===== config.mk =====
export PLATFORM = sky130hd
export DESIGN_NAME = eth_tx_fcs_ctrl
export DESIGN_NICKNAME = d
export VERILOG_FILES = /design/src/rtl/eth_tx_fcs_ctrl.sv
export SDC_FILE = /design/constraint.sdc
export NUM_CORES = 1
export LEC_CHECK = 0
export BUFFER_PORTS_ARGS = -buffer_cell sky130_fd_sc_hd__buf_2
export CAP_MARGIN = 20
export CORE_MARGIN = 2
export CORE_UTILIZATION = 45
export CTS_BUF_LIST = sky130_fd_sc_hd__clkbuf_8
export CTS_CLUSTER_SIZE = 28
export DETAILED_ROUTE_END_ITERATION = 10
export GPL_TIMING_DRIVEN = 1
export MAX_ROUTING_LAYER = met4
export PLACE_DENSITY = 0.58
export SYNTH_ARGS = -nofsm -noshare
export SYNTH_HDL_FRONTEND = slang
export SYNTH_SLANG_ARGS = --single-unit
export TNS_END_PERCENT = 5

===== constraint.sdc =====
create_clock -name clk -period 4.35 [get_ports clk]
set_input_delay 0.87 -clock clk [delete_from_list [all_inputs] [get_ports clk]]
set_output_delay 0.87 -clock clk [all_outputs]
set_load 0.02 [all_outputs]

===== src/rtl/eth_tx_fcs_ctrl.sv =====
// MII nibble transmitter: preamble/SFD framing, minimum-length padding,
// CRC-32 FCS append, inter-frame gap and source-underrun abort.
//
// state    | meaning
// ---------+-------------------------------------------------------------
// IDLE     | waiting for in_valid, nothing driven
// PREAMBLE | PREAMBLE_NIB nibbles of 0x5
// SFD      | one 0xD nibble, CRC seeded, length counter cleared
// DATA     | pass accepted source nibbles through, fold into CRC
// PAD      | 0x0 nibbles until minimum, even length is reached
// FCS      | eight nibbles of the inverted CRC, low nibble first
// IFG      | IFG_NIB quiet nibble times before returning to IDLE
module eth_tx_fcs_ctrl #(
  parameter int PREAMBLE_NIB = 15,
  parameter int MIN_NIB      = 120,
  parameter int IFG_NIB      = 24
) (
  input  logic       clk,
  input  logic       rst_n,
  input  logic       in_valid,
  input  logic [3:0] in_data,
  input  logic       in_last,
  output logic       in_ready,
  output logic       tx_en,
  output logic [3:0] txd,
  output logic       tx_er,
  output logic       busy,
  output logic       frame_done,
  output logic       underrun
);

  localparam int TW = 16;

  localparam logic [2:0] S_IDLE     = 3'd0;
  localparam logic [2:0] S_PREAMBLE = 3'd1;
  localparam logic [2:0] S_SFD      = 3'd2;
  localparam logic [2:0] S_DATA     = 3'd3;
  localparam logic [2:0] S_PAD      = 3'd4;
  localparam logic [2:0] S_FCS      = 3'd5;
  localparam logic [2:0] S_IFG      = 3'd6;

  logic [2:0]    r_state;
  logic [TW-1:0] r_tmr;
  logic [11:0]   r_cnt;
  logic          r_odd;
  logic [31:0]   r_crc;
  logic          r_tx_en;
  logic          r_tx_er;
  logic [3:0]    r_txd;
  logic          r_frame_done;
  logic          r_underrun;

  logic [3:0]  w_crc_in;
  logic [31:0] w_crc_next;
  logic [11:0] w_cnt_inc;
  logic        w_len_ok;
  logic [31:0] w_fcs;
  logic [2:0]  w_fcs_idx;
  logic [3:0]  w_fcs_nib;

  function automatic logic [31:0] crc_nib(input logic [31:0] c, input logic [3:0] d);
    logic [31:0] v;
    logic        fb;
    v = c;
    for (int i = 0; i < 4; i++) begin
      fb = v[0] ^ d[i];
      v  = v >> 1;
      if (fb) v = v ^ 32'hEDB88320;
    end
    return v;
  endfunction

  assign w_crc_in   = (r_state == S_DATA) ? in_data : 4'h0;
  assign w_crc_next = crc_nib(r_crc, w_crc_in);
  assign w_cnt_inc  = (r_cnt == 12'hFFF) ? r_cnt : r_cnt + 12'd1;
  // r_odd tracks true parity so a saturated counter cannot trap the frame in PAD
  assign w_len_ok   = (w_cnt_inc >= 12'(MIN_NIB)) && r_odd;
  assign w_fcs      = ~r_crc;
  assign w_fcs_idx  = 3'd7 - r_tmr[2:0];
  assign w_fcs_nib  = w_fcs[{w_fcs_idx, 2'b00} +: 4];

  assign in_ready   = (r_state == S_DATA);
  assign busy       = (r_state != S_IDLE);
  assign tx_en      = r_tx_en;
  assign tx_er      = r_tx_er;
  assign txd        = r_txd;
  assign frame_done = r_frame_done;
  assign underrun   = r_underrun;

  always_ff @(posedge clk or negedge rst_n) begin
    if (!rst_n) begin
      r_state      <= S_IDLE;
      r_tmr        <= '0;
      r_cnt        <= '0;
      r_odd        <= 1'b0;
      r_crc        <= 32'hFFFFFFFF;
      r_tx_en      <= 1'b0;
      r_tx_er      <= 1'b0;
      r_txd        <= 4'h0;
      r_frame_done <= 1'b0;
      r_underrun   <= 1'b0;
    end else begin
      r_tx_en      <= 1'b0;
      r_tx_er      <= 1'b0;
      r_txd        <= 4'h0;
      r_frame_done <= 1'b0;
      r_underrun   <= 1'b0;
      case (r_state)
        S_IDLE: begin
          if (in_valid) begin
            r_state <= S_PREAMBLE;
            r_tmr   <= TW'(PREAMBLE_NIB - 1);
          end
        end
        S_PREAMBLE: begin
          r_tx_en <= 1'b1;
          r_txd   <= 4'h5;
          if (r_tmr == '0) r_state <= S_SFD;
          else             r_tmr   <= r_tmr - 1'b1;
        end
        S_SFD: begin
          r_tx_en <= 1'b1;
          r_txd   <= 4'hD;
          r_crc   <= 32'hFFFFFFFF;
          r_cnt   <= '0;
          r_odd   <= 1'b0;
          r_state <= S_DATA;
        end
        S_DATA: begin
          r_tx_en <= 1'b1;
          if (in_valid) begin
            r_txd <= in_data;
            r_crc <= w_crc_next;
            r_cnt <= w_cnt_inc;
            r_odd <= ~r_odd;
            if (in_last) begin
              if (w_len_ok) begin
                r_state <= S_FCS;
                r_tmr   <= TW'(7);
              end else begin
                r_state <= S_PAD;
              end
            end
          end else begin
            r_tx_er    <= 1'b1;
            r_underrun <= 1'b1;
            r_state    <= S_IFG;
            r_tmr      <= TW'(IFG_NIB - 1);
          end
        end
        S_PAD: begin
          r_tx_en <= 1'b1;
          r_crc   <= w_crc_next;
          r_cnt   <= w_cnt_inc;
          r_odd   <= ~r_odd;
          if (w_len_ok) begin
            r_state <= S_FCS;
            r_tmr   <= TW'(7);
          end
        end
        S_FCS: begin
          r_tx_en <= 1'b1;
          r_txd   <= w_fcs_nib;
          if (r_tmr == '0) begin
            r_frame_done <= 1'b1;
            r_state      <= S_IFG;
            r_tmr        <= TW'(IFG_NIB - 1);
          end else begin
            r_tmr <= r_tmr - 1'b1;
          end
        end
        S_IFG: begin
          if (r_tmr == '0) r_state <= S_IDLE;
          else             r_tmr   <= r_tmr - 1'b1;
        end
        default: r_state <= S_IDLE;
      endcase
    end
  end

endmodule


==> metrics <==
outcome finished, final reports clean; Hold-fix buffers, CTS 0; Peak Freq 342 MHz; CTS tree yes; warnings from Yosys 0; Final Total Pwr ~1100 uW; static leakage between 0.002 and 0.0025 uW; launching element type of the critical path flop; Worst slew margin 33.1%; number of iterations in the first detailed-routing pass 5; Seq pwr share between 50 and 60%; final count of pins violating max slew 0; number of enable flip-flop cells after synthesis 0; Setup Skew 6.16 ps; register area share after synthesis a little over 40%; core region area 9330 um2; largest net degree at the start of global routing 44; Final Cycle Share 67.3%; netlist area before placement 4370 um2; final weighted congestion in routability-driven placement 0.853; critical path arrival 3210 ps; number of gates resized after cts 0; crit path capture type flop; switching pwr 271 uW; sum of negative setup slack 0 ps; wire length of the first global-routing pass 17100 um; Synth area leaders dfrtp_1 (22%), dfstp_2 (19%), a21oi_1 (5.0%); maximum fanout along the worst path 24; power per unit of standard cell area approximately 240 nW/um2; synthesis-stage register bit count 71; Yosys cell types 69; number of hold violations in the final report 0; fraction of power spent switching nets 23.9%; number of buffers added by the clock tree synthesis step 9; Die Outline Area 10500 um2; Peak VDD IR 0.104 mV; area growth from synthesis to layout 7.30%; number of global-route vias before repair approximately 3200; Syn Nets about 470; required arrival time at the worst endpoint 4640 ps; quantity of I/O buffers inserted on ports 17; fraction of power consumed by the clock network ~40%; post-detailed-placement half-perimeter wirelength 7030 um; number of H-tree levels 3; Initial Util a little under half; remaining design rule violation count 0; slew at the pin closest to its max-slew limit 1000 ps; routed wire length per instance 17.0 um; buffer depth of the longest clock path 2; post-synthesis cell type with the largest combined area dfrtp_1; ant diodes 0; Clock Pin Slew Worst Setup and Hold Paths 70 ps; standard-cell row count 35; proportion of register bits with asynchronous set or reset after synthesis 100%; count of nets left with antenna violations after detail routing 0; ports placed on the boundary 18; width of the die between 100 and 150 um; combinational fraction of design power 1.9%; primary flip-flop cell chosen by synthesis mapping dfrtp_1; clock root buffer master clkbuf_8; synthesized netlist cell count between 400 and 500; via count 3513; share of cells above drive strength 1 19.4%; final-report setup violation count 0; cell-internal power around 860 uW; Total Routed Length 10200 um; final core utilization approximately half; total global routing overflow 0; die height 103 um; class of the worst hold path reg -> reg; violation count after the first detailed-routing iteration 238; Worst Path Class, Setup reg -> reg; Clk Latency, worst-skew pair ~350 ps; number of vias per cell after detailed routing 5.87; number of buffers added for setup after CTS 0; Mean Syn Cell Area 9.54 um2; antenna violations before repair 0; top-area cell type share of the netlist area 22.3%; Post-layout nets roughly 480; unrepaired setup endpoints after global routing no; total of max-cap violations 0; total track usage 21.8%; min Tclk post-route 2930 ps; number of sinks driven by the clock tree 71
[per-stage QoR]
step | worst slack, ps | instance area (um2) | hold slack (ps) | std cells
floorplan | 1760 | 4370 | 473 | 458
global placement | 1340 | 4530 | 502 | 582
detailed placement | 1370 | 4530 | 504 | 582
CTS | 1420 | 4690 | 514 | 598
global route | 1200 | 4690 | 534 | 598
finish | 1420 | 4690 | 518 | 598
[Yosys cell counts (8+ instances only)]
library cell / n
xnor2_1: 16
o22a_1: 10
xor2_1: 23
nand2_1: 31
nand3_1: 14
dfrtp_1: 39
mux4_2: 8
inv_1: 10
a211o_1: 8
dfstp_2: 32
nor3_1: 9
clkbuf_1: 18
nor2_1: 46
a21oi_1: 44
o21ai_0: 23
[area by class of cell]
cell class / count / area (um2)
inverter: 10 / 37.5
multi-input combinational: 350 / 2390
sequential: 71 / 1820
fill: 898 / 4640
tap: 129 / 161
timing repair buffer: 22 / 123
clock buffer: 9 / 124
clock inverter: 7 / 33.8
[logic make-up after synthesis]
kind of cell / share of synthesized area (%)
compound gates: 21.2
simple gates: 18.6
flops: 41.6
xor+xnor: 8.19
mux: 5.30
fa+ha+maj: 1.43
buf+inv: 3.66
[power by group through the flow]
| stage | registers (uW) | logic (uW) | clock network, uW |
|---|---|---|---|
| after floorplan | 673 | 3.30 | 0 |
| after global placement | 673 | 23.0 | 0 |
| after detailed placement | 673 | 23.1 | 0 |
| after CTS | 661 | 23.3 | 466 |
| after global routing | 661 | 26.0 | 498 |
| final | 661 | 22.1 | 451 |
[path summary, 6_finish.rpt]
check | startpoint | end | depth (start not counted) | slack (ps)
max reg2reg | r_state[0] | r_crc[20] | 6 | 1420
max in group asynchronous | rst_n | r_crc[14] | 2 | 2850
min in group asynchronous | rst_n | r_state[0] | 1 | 650
min | r_crc[5] | r_crc[5] | 2 | 520
max | r_state[0] | r_crc[20] | 6 | 1420
min reg2reg | r_crc[5] | r_crc[5] | 2 | 520
[worst max-delay path, cell delays in order, from the launching register on]
cell and delay, ps:
dfrtp_1 760, nand4b_1 310, xor2_1 690, xnor2_1 370
xor2_1 440, xnor2_1 110, a21oi_1 160
[metal layers]
layer / GRT usage [%] / up-vias / part of all wire (%)
met5: - / - / 0
met4: 5.64 / 0 / 0.92
met3: 4.41 / 8 / 4.7
met2: 31.7 / 90 / 45
met1: 31.1 / 1711 / 50
li1: - / 1704 / -
[sequential cells by signal, summed over array words and instances, names as in the netlist]
register and flops:
r_odd 1, r_cnt 12, txd 4, underrun 1
frame_done 1, r_crc 32, r_tmr 16, tx_en 1
r_state 3
[placed cells by master, fill, tap and decap left out, drive strengths merged, types with 5 or more instances in the layout]
cell and n:
o21ai 23, a31oi 6, ha 5, and3 7, dfstp 32, nor4 8, a211o 8, nand3 15
clkbuf 9, o31ai 5, xor2 23, nor2 47, xnor2 17, o22a 10, nand4b 5, or4 5
inv 13, nor3 9, a21oi 44, nand2 32, buf 22, nand2b 5, a21o 5, dfrtp 39
mux4 8
Power figures use the tool's default switching activity.
